<file path="src/rtl/hex_arb_pkg.sv">
// rtl/hex_arb_pkg.sv - shared types and segment constants for the hex display arbiter
package hex_arb_pkg;

    typedef enum logic [1:0] {
        IDLE = 2'd0,
        OWN0 = 2'd1,
        OWN1 = 2'd2
    } state_t;

    // Active-high {g,f,e,d,c,b,a} patterns; entry 0 is the rightmost element.
    localparam logic [15:0][6:0] SEG_LUT = {
        7'h71, 7'h79, 7'h5E, 7'h39, 7'h7C, 7'h77, 7'h6F, 7'h7F,
        7'h07, 7'h7D, 7'h6D, 7'h66, 7'h4F, 7'h5B, 7'h06, 7'h3F
    };

    localparam logic [7:0] SEG_OFF = 8'hFF;

endpackage

</file>
<file path="src/rtl/hex_digit_enc.sv">
// rtl/hex_digit_enc.sv - one hex digit to an active-low {dp,g,f,e,d,c,b,a} byte
module hex_digit_enc
    import hex_arb_pkg::*;
(
    input  logic [3:0] nibble,
    input  logic       dp,
    input  logic       blank,
    output logic [7:0] seg_n
);

    always_comb begin
        if (blank) begin
            seg_n = SEG_OFF;
        end else begin
            seg_n = ~{dp, SEG_LUT[nibble]};
        end
    end

endmodule

</file>
<file path="src/rtl/hex_display_arbiter.sv">
// rtl/hex_display_arbiter.sv - round-robin min-hold owner of the 8-digit display
// Optional leading-zero blanking under HEX_ARB_LZ_BLANK_EN.
module hex_display_arbiter
    import hex_arb_pkg::*;
#(
    parameter int HOLD_CYCLES = 5000000
) (
    input  logic        clk_clk,
    input  logic        reset_reset,
    input  logic [1:0]  req,
    input  logic [31:0] data0,
    input  logic [31:0] data1,
    input  logic [7:0]  dp0,
    input  logic [7:0]  dp1,
    output logic [1:0]  gnt,
    output logic        busy,
    output logic [31:0] hex0_3_export,
    output logic [31:0] hex4_7_export
);

    localparam int CNT_W = $clog2(HOLD_CYCLES + 1);
    localparam logic [CNT_W-1:0] HOLD_MAX = CNT_W'(HOLD_CYCLES - 1);

    state_t           state_q, state_d;
    logic [CNT_W-1:0] hold_cnt_q, hold_cnt_d;
    logic             rr_q, rr_d;
    logic [1:0]       gnt_q, gnt_d;
    logic             busy_q, busy_d;
    logic [63:0]      hex_q, hex_d;

    logic [31:0]      owner_val;
    logic [7:0]       owner_dp;
    logic [7:0]       blank;
    logic [63:0]      enc_word;

    always_comb begin
        state_d    = state_q;
        hold_cnt_d = hold_cnt_q;
        rr_d       = rr_q;
        case (state_q)
            IDLE: begin
                if (req == 2'b11)  state_d = rr_q ? OWN1 : OWN0;
                else if (req[0])   state_d = OWN0;
                else if (req[1])   state_d = OWN1;
            end
            OWN0: begin
                if (!req[0])                             state_d = req[1] ? OWN1 : IDLE;
                else if (hold_cnt_q == HOLD_MAX && req[1]) state_d = OWN1;
                else if (hold_cnt_q != HOLD_MAX)         hold_cnt_d = hold_cnt_q + 1'b1;
            end
            OWN1: begin
                if (!req[1])                             state_d = req[0] ? OWN0 : IDLE;
                else if (hold_cnt_q == HOLD_MAX && req[0]) state_d = OWN0;
                else if (hold_cnt_q != HOLD_MAX)         hold_cnt_d = hold_cnt_q + 1'b1;
            end
            default: state_d = IDLE;
        endcase
        // A fresh owner restarts its hold window and hands priority to the other side.
        if (state_d != state_q && state_d != IDLE) begin
            hold_cnt_d = '0;
            rr_d       = (state_d == OWN0);
        end
        if (state_d == IDLE) hold_cnt_d = '0;
        gnt_d  = {state_d == OWN1, state_d == OWN0};
        busy_d = (state_d != IDLE);
    end

    assign owner_val = (state_q == OWN1) ? data1 : data0;
    assign owner_dp  = (state_q == OWN1) ? dp1   : dp0;

`ifdef HEX_ARB_LZ_BLANK_EN
    logic lz_run;
    always_comb begin
        lz_run = 1'b1;
        blank  = '0;
        for (int i = 7; i >= 1; i--) begin
            lz_run   = lz_run & (owner_val[4*i +: 4] == 4'h0) & ~owner_dp[i];
            blank[i] = lz_run;
        end
    end
`else
    assign blank = '0;
`endif

    for (genvar g = 0; g < 8; g++) begin : g_dig
        hex_digit_enc u_enc (
            .nibble (owner_val[4*g +: 4]),
            .dp     (owner_dp[g]),
            .blank  (blank[g]),
            .seg_n  (enc_word[8*g +: 8])
        );
    end

    always_comb begin
        hex_d = {8{SEG_OFF}};
        if (state_q != IDLE) hex_d = enc_word;
    end

    always_ff @(posedge clk_clk or negedge reset_reset) begin
        if (!reset_reset) begin
            state_q    <= IDLE;
            hold_cnt_q <= '0;
            rr_q       <= 1'b0;
            gnt_q      <= 2'b00;
            busy_q     <= 1'b0;
            hex_q      <= {8{SEG_OFF}};
        end else begin
            state_q    <= state_d;
            hold_cnt_q <= hold_cnt_d;
            rr_q       <= rr_d;
            gnt_q      <= gnt_d;
            busy_q     <= busy_d;
            hex_q      <= hex_d;
        end
    end

    assign gnt           = gnt_q;
    assign busy          = busy_q;
    assign hex0_3_export = hex_q[31:0];
    assign hex4_7_export = hex_q[63:32];

endmodule

</file>
<file path="config.mk">
export PLATFORM = sky130hd
export DESIGN_NAME = hex_display_arbiter
export DESIGN_NICKNAME = d
export VERILOG_FILES = /design/src/rtl/hex_arb_pkg.sv /design/src/rtl/hex_digit_enc.sv /design/src/rtl/hex_display_arbiter.sv
export SDC_FILE = /design/constraint.sdc
export NUM_CORES = 1
export LEC_CHECK = 0
export ABC_AREA = 1
export CAP_MARGIN = 0
export CORE_ASPECT_RATIO = 0.9
export CORE_MARGIN = 3
export CORE_UTILIZATION = 56
export CTS_BUF_LIST = sky130_fd_sc_hd__clkbuf_8
export CTS_CLUSTER_SIZE = 20
export DETAILED_ROUTE_END_ITERATION = 16
export HOLD_SLACK_MARGIN = 0.08
export PLACE_DENSITY = 0.89
export SYNTH_ARGS = -nofsm -noshare
export SYNTH_HDL_FRONTEND = slang
export SYNTH_SLANG_ARGS = --single-unit
</file>
<file path="constraint.sdc">
create_clock -name clk_clk -period 5.2 [get_ports clk_clk]
set_input_delay 0.78 -clock clk_clk [delete_from_list [all_inputs] [get_ports clk_clk]]
set_output_delay 0.78 -clock clk_clk [all_outputs]
set_load 0.02 [all_outputs]
</file>
=== Word level (Yosys, flattened, before mapping) ===
Memory sizes are Yosys's and may differ from the RTL's.
Cells that the tools add are included.

* Flip-flop bits (word level): 93
* Bits in read-only memories: 896
* Input port bits: 84
* Output and inout port bits: 67
* Logic and storage cells: 82
* Memories kept: 8

* $add $sub $neg: 1
* $lt $le $gt $ge: 8
* Equal/unequal tests: 12
* Muxes and demuxes: 30
* Bitwise operators: 8
* Reductions and logical operators: 9

{| class="wikitable"
|+ Memories
! name !! depth !! bits a word !! read ports !! clocked after memory_dff !! write ports !! RTL line !! text
|-
| (name not given) || 16 || 7 || 1 || 0 || 0 || hex_digit_enc.sv:15 || <nowiki>seg_n = ~{dp, SEG_LUT[nibble]};</nowiki>
|-
| (name not given) || 16 || 7 || 1 || 0 || 0 || hex_digit_enc.sv:15 ||
|-
| (name not given) || 16 || 7 || 1 || 0 || 0 || hex_digit_enc.sv:15 ||
|-
| (name not given) || 16 || 7 || 1 || 0 || 0 || hex_digit_enc.sv:15 ||
|-
| (name not given) || 16 || 7 || 1 || 0 || 0 || hex_digit_enc.sv:15 ||
|-
| (name not given) || 16 || 7 || 1 || 0 || 0 || hex_digit_enc.sv:15 ||
|-
| +2 memories || -- || -- || -- || -- || -- || -- ||
|}

{| class="wikitable"
|+ Operator list
! cell !! number
|-
| $mux 23 || 7
|-
| $mux 64 || 1
|-
| $not 8->8 || 8
|-
| $mux 7 || 8
|-
| $pmux 23 s2 || 1
|-
| $lt 4x5->1 const B || 8
|-
| $mux 32 || 1
|-
| $add 23x1->23 const B || 1
|-
| $eq 23x23->1 const B || 1
|-
| $ne 23x23->1 const B || 1
|-
| $mux 2 || 9
|-
| $ne 4x4->1 const B || 4
|-
| $mux 8 || 1
|-
| $eq 2x2->1 const B || 3
|-
| $pmux 2 s3 || 1
|-
| $reduce_and 5->1 || 1
|-
| $eq 2x1->1 const B || 2
|-
| $logic_not 2->1 || 2
|-
| $reduce_bool 2->1 || 2
|-
| $reduce_bool 4->1 || 1
|-
| $logic_and 1x1->1 || 3
|-
| $ne 2x2->1 || 1
|-
| $mux 1 || 1
|}

=== Logic depth before layout (Yosys ltp) ===
Gate-level depths: netlist (run 1).

* Word-level depth: 9
* Mapped depth: 17
* Depth with buffers taken out: 16

=== Modules after synthesis ===
From an unflattened synthesis (run 1), not the netlist that was laid out.

* Cells, all modules: 1003
* Area total of the unflattened synthesis: 7046.8 um^2

{| class="wikitable"
|+ By module, submodules not included
! module !! instances !! cells each !! area an instance (um^2) !! seq. area each (um^2)
|-
| hex_display_arbiter || 1 || 574 || 4733.3 || 2407.3
|-
| hex_digit_enc (g_dig[3].u_enc ...) || 5 || 54 || 289.0 || 0.0
|-
| hex_digit_enc (g_dig[0].u_enc ...) || 2 || 53 || 282.8 || 0.0
|-
| hex_digit_enc (g_dig[2].u_enc) || 1 || 53 || 302.8 || 0.0
|}

=== Worst setup path before layout (run 1) ===
Ideal clock, no wire load.

* Path kind: reg-to-reg
* From: register state_q[0]
* To: register hex_q[16]
* Library setup time: 0.089 ns
* Data arrival time: 2.277 ns
* Required time: 5.111 ns
* Slack: 2.834 ns
* Stages on the path, launching flop included: 14
* Path buffers: 2
* Clock period less this slack: 2.366 ns
* Path through: dfrtp_1 -> inv_1 -> ha_1 -> inv_2 -> clkbuf_1 -> clkbuf_1 -> or2_2 -> o21ai_0 -> inv_1 -> ha_1 -> inv_1 -> nor2_1 -> o21ai_0 -> nand3_1

* Longest elaborated chain between the ends: 6
* Elaborated cells between the ends (all ways): 7
* Classes of those cells: eq/ne (1); mux (3); bitwise (1); reduce/logical (1); memory (1)

{| class="wikitable"
|+ Ends and longest elaborated chain
! item !! RTL line !! text
|-
| start, declared || hex_display_arbiter.sv:24 || <nowiki>state_t state_q, state_d;</nowiki>
|-
| start signal, assigned || hex_display_arbiter.sv:108 || <nowiki>state_q <= state_d;</nowiki>
|-
| $eq 2x2->1 || hex_display_arbiter.sv:68 || <nowiki>assign owner_val = (state_q == OWN1) ? data1 : data0;</nowiki>
|-
| $mux 32 || hex_display_arbiter.sv:68 ||
|-
| $mem_v2 16x7 || -- ||
|-
| $mux 7 (not written as such) || hex_digit_enc.sv:15 ||
|-
| $not 8->8 || hex_digit_enc.sv:15 ||
|-
| $mux 64 (*) || hex_display_arbiter.sv:96 || <nowiki>if (state_q != IDLE) hex_d = enc_word;</nowiki>
|-
| net hex_d[16] || hex_display_arbiter.sv:29 || <nowiki>logic [63:0] hex_q, hex_d;</nowiki>
|-
| end signal, assigned || hex_display_arbiter.sv:106 || <nowiki>hex_q <= {8{SEG_OFF}};</nowiki>
|-
| end, declared || hex_display_arbiter.sv:29 ||
|}

Mark *: on every way through the listed nets, which the timed path passes. The rest lies on a longest branch. The select of a mux whose other input is x is not followed.
A chain may end at the register's enable or synchronous reset.

=== Final worst setup path (run 1) ===
* From: register state_q[0]
* To: register hold_cnt_q[16]

* Longest elaborated chain between the ends: 8
* Elaborated cells between the ends (all ways): 24
* Classes of those cells: eq/ne (7); mux (11); reduce/logical (6)

{| class="wikitable"
|+ Ends and longest elaborated chain
! item !! RTL line !! text
|-
| $mux 2 || hex_display_arbiter.sv:44 || <nowiki>else if (req[1]) state_d = OWN1;</nowiki>
|-
| $mux 2 || hex_display_arbiter.sv:43 || <nowiki>else if (req[0]) state_d = OWN0;</nowiki>
|-
| $mux 2 || hex_display_arbiter.sv:42 || <nowiki>if (req == 2'b11) state_d = rr_q ? OWN1 : OWN0;</nowiki>
|-
| $pmux 2 s3 || hex_display_arbiter.sv:40 || <nowiki>case (state_q)</nowiki>
|-
| $ne 2x2->1 or $reduce_bool 2->1 (tied branches) || hex_display_arbiter.sv:59 || <nowiki>if (state_d != state_q && state_d != IDLE) begin</nowiki>
|-
| $logic_and 1x1->1 || hex_display_arbiter.sv:59 ||
|-
| $ne 4x4->1 (no source line), or another cell as far along || -- ||
|-
| $reduce_and 5->1 (no source line) or $mux 23 (tied branches) || -- ||
|-
| end signal, assigned || hex_display_arbiter.sv:109 || <nowiki>hold_cnt_q <= hold_cnt_d;</nowiki>
|-
| end, declared || hex_display_arbiter.sv:25 || <nowiki>logic [CNT_W-1:0] hold_cnt_q, hold_cnt_d;</nowiki>
|}

Parallel ways exist; a longest one is shown, timed or not.

==> results of run 1 <==
==> final cells by class <==
type / instances / area (µm²) / share of cell area [%]
flip-flops and latches: 93 / 2407 / 30.04
clock buffers: 9 / 123.9 / 1.546
clock inverters: 7 / 66.31 / 0.8276
multi-input cells: 555 / 3218 / 40.16
inverters: 131 / 498.0 / 6.215
repair buffers: 152 / 1514 / 18.89
well taps: 148 / 185.2 / 2.311
==> flip-flops by register name, summed over array words and instances (netlist names) <==
register / cells
rr_q: 1
hex_q: 64
state_q: 2
busy: 1
hold_cnt_q: 23
gnt: 2
==> per-layer routing <==
metal | up-vias | share of wire, %
li1 | 2878 | -
met1 | 2625 | 42
met2 | 233 | 46
met3 | 33 | 8.7
met4 | 0 | 3.0
met5 | - | 0
==> placed cells by master (no fill, tap or decap), types with 10 or more instances in the layout <==
master           instances
nand2_1                116
o311ai_0                14
dfrtp_1                 29
nor2_1                  80
nor3_1                  10
inv_1                  122
clkdlybuf4s50_1        149
xor2_1                  16
o21ai_1                 15
dfstp_2                 64
nand3_1                 59
ha_1                    52
a21oi_1                 10
o21ai_0                104
or2_2                   24
==> stage by stage <==
step | total power, mW | std cells | setup WS (ns) | hold slack, ns
floorplan | 2.825 | 805 | 2.834 | 0.4417
global placement | 3.648 | 1079 | 1.750 | 0.4743
detailed placement | 3.683 | 1079 | 1.644 | 0.4755
CTS | 4.183 | 1095 | 1.617 | 0.4555
global route | 4.488 | 1095 | 1.296 | 0.4860
finish | 4.175 | 1095 | 1.636 | 0.4532
==> logic make-up after synthesis <==
| group | share of synthesized area (%) |
|---|---|
| compound gates | 15.33 |
| xor+xnor | 2.666 |
| fa+ha+maj | 10.62 |
| buf+inv | 9.922 |
| flops | 38.56 |
| simple gates | 22.89 |
==> final timing paths <==
check,to,slack [ns],start,cells after the start
worst min register to register,rr_q,0.50,rr_q,2
max in group asynchronous,hex_q[0],3.79,reset_reset,2
worst min-delay path,hold_cnt_q[21],0.45,reset_reset,1
worst max register to register,hold_cnt_q[16],1.64,state_q[0],12
min in group clk_clk,rr_q,0.50,rr_q,2
worst max-delay path,hold_cnt_q[16],1.64,state_q[0],12
==> power by group <==
group / switching, mW / internal (mW) / total, mW
Combinational: 1.54 / 0.899 / 2.44
Sequential: 0.0977 / 1.15 / 1.25
Clock: 0.266 / 0.220 / 0.485
Total: 1.91 / 2.27 / 4.18
==> reports/metrics.csv, run 1 <==
metric;value;unit
crit_path_end_kind;flip-flop;
routed_wl;15590;µm
port_buffers;150;
synthFlopType;dfstp_2;
rows;35;
drtIter0Drc;441;
synth_seq_area_share;38.56;%
slew_headroom;38.22;%
initial_core_util;59.15;%
cts_buffer_depth;2;
cp.required;5.52;ns
worst_path_most_repeated_cell;nand2_2;
dr.pass1.iters;5;
antenna_found_initial;0;
synth_edf_count;0;
clock_skew;0.007603;ns
die_w;117.3;µm
grt-busiest-layer;met2;
start_kind;flip-flop;
fillCellCount;770;
cts.repair.resized;0;
power_leakage;3.628;nW
yosysUniqueCellTypes;40;
synthArstFlopShare;100.0;%
area_growth;28.36;%
status;finished, final reports clean;
yosysWarnings;0;
grt_max_degree;53;
rsz0062_at_grt;false;
cts_sinks;93;
core_area;0.01055;mm²
dp_hpwl;11510;µm
hold_path_class;in2async;
cts_post_setup_buffers_inserted;0;
drv_cap;0;
synth.most_common_cell;inv_1;
antenna_cells;0;
grt_pass1_vias;5383;
placed_cell_area;0.007823;mm²
top_level_ports;151;
antenna_left;0;
numCtsBuffers;9;
cpPeakStageDelay;0.81;ns
synth_cells;805;
synth_nets;942;
crit_buf_inv;3;
drive_gt1_share;14.15;%
syn_area_per_cell;7.754;µm²
synth_top_area_share;26.94;%
cp_top_family;simple AND/OR/NAND/NOR gates;
fin_crit_sh;68.54;%
ctsHtreeMaxLevel;3;
die-area;0.01245;mm²
grt_util_met3;7.001;%
yosys_register_bits;93;
yosys.area.top_type;dfstp_2;
num_vias;5769;
synth_area_leaders;dfstp_2 (27%), dfrtp_1 (12%), ha_1 (11%), o21ai_0 (8.3%), inv_1 (7.3%);
finalSetupViolCount;0;
path_cells;inv_1, ha_2, inv_2, nor3_1, a21oi_2, nand2_2, nand2_2, nand2_2, nand2_1, o21ai_0, nand2_1, inv_1;
synth_area;0.006242;mm²
stdcell_area;0.008013;mm²
die_y;106.2;µm
final_max_slew_viol_count;0;
clock_latency;0.37;ns
crit_arrival;3.88;ns
met2_usage;40.55;%
p_per_area;521.1;mW/mm²
grt_overflow;0;
cts_hold_buf;0;
grt_use_total;25.94;%
finalHoldViolations;0;
clk_pin_slew;0.09;ns
grt_pass1_wl;25650;µm
layout_min_cycle_time;3.564;ns
gp_congestion;0.9508;
root_buffer;clkbuf_8;
utilization;75.92;%
synth_common_cells;inv_1 (122), nand2_1 (116), o21ai_0 (104);
fin_nets;1079;
criticalPathCategory;reg2reg;
cts_tree;built;
remaining_drc_errors;0;
tns;0;ns
max-vdd-ir-drop;0.0002744;V
met1_usage;33.89;%
critPathMaxFanout;50;
via_per_inst;5.268;
wl_per_cell;14.24;µm
tightest_slew;0.9267;ns
cp_slowest_cell;ha_2;
fmax;280.6;MHz
(Power assumes the default switching activity.)
==> run 2: changes to the inputs <==
--- a/config.mk
+++ b/config.mk
@@ -9,12 +9,12 @@
 export CAP_MARGIN = 0
 export CORE_ASPECT_RATIO = 0.9
 export CORE_MARGIN = 3
-export CORE_UTILIZATION = 56
+export CORE_UTILIZATION = 47
 export CTS_BUF_LIST = sky130_fd_sc_hd__clkbuf_8
 export CTS_CLUSTER_SIZE = 20
 export DETAILED_ROUTE_END_ITERATION = 16
 export HOLD_SLACK_MARGIN = 0.08
-export PLACE_DENSITY = 0.89
+export PLACE_DENSITY = 0.79
 export SYNTH_ARGS = -nofsm -noshare
 export SYNTH_HDL_FRONTEND = slang
 export SYNTH_SLANG_ARGS = --single-unit
==> constraint.sdc (replaced) <==
create_clock -name clk_clk -period 3.05 [get_ports clk_clk]
set_input_delay 0.4575 -clock clk_clk [delete_from_list [all_inputs] [get_ports clk_clk]]
set_output_delay 0.4575 -clock clk_clk [all_outputs]
set_load 0.02 [all_outputs]
==> run 2 against run 1 <==
Against the previous run: fmax rose by 36%; register-to-register slack worse by 1.2 ns; highest routed layer unchanged; core utilization decreased by 12 points.
==> reports/metrics.csv, run 2 (synthesis results as in run 1) <==
metric;value;unit;change
rows;39;;was 35
mostFrequentLayoutCells;clkdlybuf4s50_1 (149), inv_1 (124), nand2_1 (116), o21ai_0 (104), nor2_1 (80);;was clkdlybuf4s50_1 (149), inv_1 (122), nand2_1 (116), o21ai_0 (104), nor2_1 (80)
clock_skew;0.009152;ns;was 0.007603 ns
via_per_inst;5.146;;was 5.268
hold_path_class;in2async;;unchanged
p_per_area;902.2;mW/mm²;was 521.1 mW/mm²
drv_cap;0;;unchanged
routed_wl;15680;µm;was 15590 µm
numCtsBuffers;9;;unchanged
fin_cells;1120;;was 1095
power_leakage;3.702;nW;was 3.628 nW
die_y;115.3;µm;was 106.2 µm
finalPower;7.353;mW;was 4.175 mW
gp_congestion;0.9973;;was 0.9508
fin_crit_sh;85.75;%;was 68.54%
die_w;127.5;µm;was 117.3 µm
r2r-end;hex_q[45];;was hold_cnt_q[16]
crit_arrival;2.89;ns;was 3.88 ns
top_level_ports;151;;unchanged
dp_hpwl;11820;µm;was 11510 µm
placed_cell_area;0.007910;mm²;was 0.007823 mm²
cts_post_setup_buffers_inserted;0;;unchanged
cts.repair.resized;0;;unchanged
power_frac_comb;57.8;%;was 58.5%
criticalPathCategory;reg2reg;;unchanged
final_max_slew_viol_count;0;;unchanged
antenna_left;0;;unchanged
num_vias;5764;;was 5769
p_switching;3.238;mW;was 1.906 mW
finalHoldViolations;0;;unchanged
clkPwrFrac;13.5;%;was 11.6%
critPathMaxFanout;34;;was 50
final_common_cell;clkdlybuf4s50_1;;unchanged
r2r-start;state_q[0];;unchanged
drtIter0Drc;372;;was 441
crit_path_end_kind;flip-flop;;unchanged
utilization;63.51;%;was 75.92%
max-vdd-ir-drop;0.0005369;V;was 0.0002744 V
wl_per_cell;14.00;µm;was 14.24 µm
root_buffer;clkbuf_8;;unchanged
grt_overflow;0;;unchanged
core_area;0.01283;mm²;was 0.01055 mm²
area_growth;30.57;%;was 28.36%
largest_reg_flops;64;;unchanged
p_seq_share;28.7;%;was 29.9%
finalSetupViolCount;0;;unchanged
register_area;0.002407;mm²;unchanged
clock_latency;0.38;ns;was 0.37 ns
die-area;0.01470;mm²;was 0.01245 mm²
reg2reg_depth;11;;was 12
slew_headroom;50.00;%;was 38.22%
reg_top3;hex_q x64, hold_cnt_q x23;;unchanged
antenna_found_initial;0;;unchanged
cts_tree;built;;unchanged
swShare;44.03;%;was 45.65%
cts_hold_buf;0;;unchanged
dr.pass1.iters;7;;was 5
cts_sinks;93;;unchanged
fin_nets;1088;;was 1079
start_kind;flip-flop;;unchanged
remaining_drc_errors;0;;unchanged
dp.cells;1104;;was 1079
port_buffers;150;;unchanged
cp.required;3.32;ns;was 5.52 ns
initial_core_util;48.64;%;was 59.15%
reg2reg_slack;0.43;ns;was 1.64 ns
grt_max_degree;61;;was 53
multi_input_area;0.003218;mm²;unchanged
fillCellCount;1087;;was 770
tightest_slew;0.7422;ns;was 0.9267 ns
status;finished, final reports clean;;unchanged
stdcell_area;0.008150;mm²;was 0.008013 mm²
fmax;382.3;MHz;was 280.6 MHz
drive_gt1_share;14.75;%;was 14.15%
largest_register;hex_q;;unchanged
cts_buffer_depth;2;;unchanged
ctsHtreeMaxLevel;3;;unchanged
grt_use_total;21.65;%;was 25.94%
rsz0062_at_grt;false;;unchanged
grt_pass1_wl;25340;µm;was 25650 µm
clk_pin_slew;0.09;ns;about the same
tns;0;ns;unchanged
grt_pass1_vias;5232;;was 5383
antenna_cells;0;;unchanged
layout_min_cycle_time;2.616;ns;was 3.564 ns
intPower;4.115;mW;was 2.269 mW
## run 2: how the worst max path moves through the flow
stage                    start        endpoint  slack (ns)  cells after the start
finish              state_q[0]       hex_q[45]        0.43                     11
floorplan           state_q[0]       hex_q[16]        0.68                     13
CTS                 state_q[0]       hex_q[45]        0.45                     11
global placement        req[1]  hold_cnt_q[16]        0.49                     13
detailed placement      req[0]  hold_cnt_q[16]        0.47                     13
global route        state_q[0]       hex_q[16]        0.13                     11
## run 2: area by class of cell
| type | instances | area share (%) |
|---|---|---|
| multi-input combinational | 555 | 39.48 |
| sequential | 93 | 29.54 |
| timing repair buffer | 161 | 19.40 |
| inverter | 131 | 6.110 |
| tap | 164 | 2.518 |
| clock buffer | 10 | 1.689 |
| clock inverter | 6 | 1.259 |
## run 2: metrics by stage
step                hold slack, ns  setup slack [ns]
global route                0.1823            0.1341
CTS                         0.1489            0.4528
detailed placement          0.4783            0.4700
finish                      0.1328            0.4345
global placement            0.4697            0.4905
floorplan                   0.1619            0.6844
## run 2: power groups by stage
stage / sequential, mW / clock, mW / combinational [mW]
floorplan: 2.69 / 0 / 2.13
detailed placement: 2.13 / 0 / 4.24
global placement: 2.13 / 0 / 4.19
finish: 2.11 / 0.992 / 4.25
CTS: 2.12 / 1.02 / 4.25
global route: 2.17 / 1.08 / 4.67
## run 2: layer usage
metal  track usage (%)  wire length (µm)  vias up
li1                  -                 -     2904
met1             27.92              6919     2595
met2             34.37              7023      239
met3             7.153              1335       26
met4             7.434               397        0
met5                 0                 0        -
## run 2: critical path: stages (launching register included)
cell      delay, ns
dfrtp_1        0.44
inv_1          0.17
ha_2           0.23
inv_2          0.21
or2_2          0.34
o21ai_0        0.24
inv_1          0.22
ha_1           0.26
nand2_1        0.09
o21ai_0        0.09
nand2_1        0.06
o311ai_0       0.12
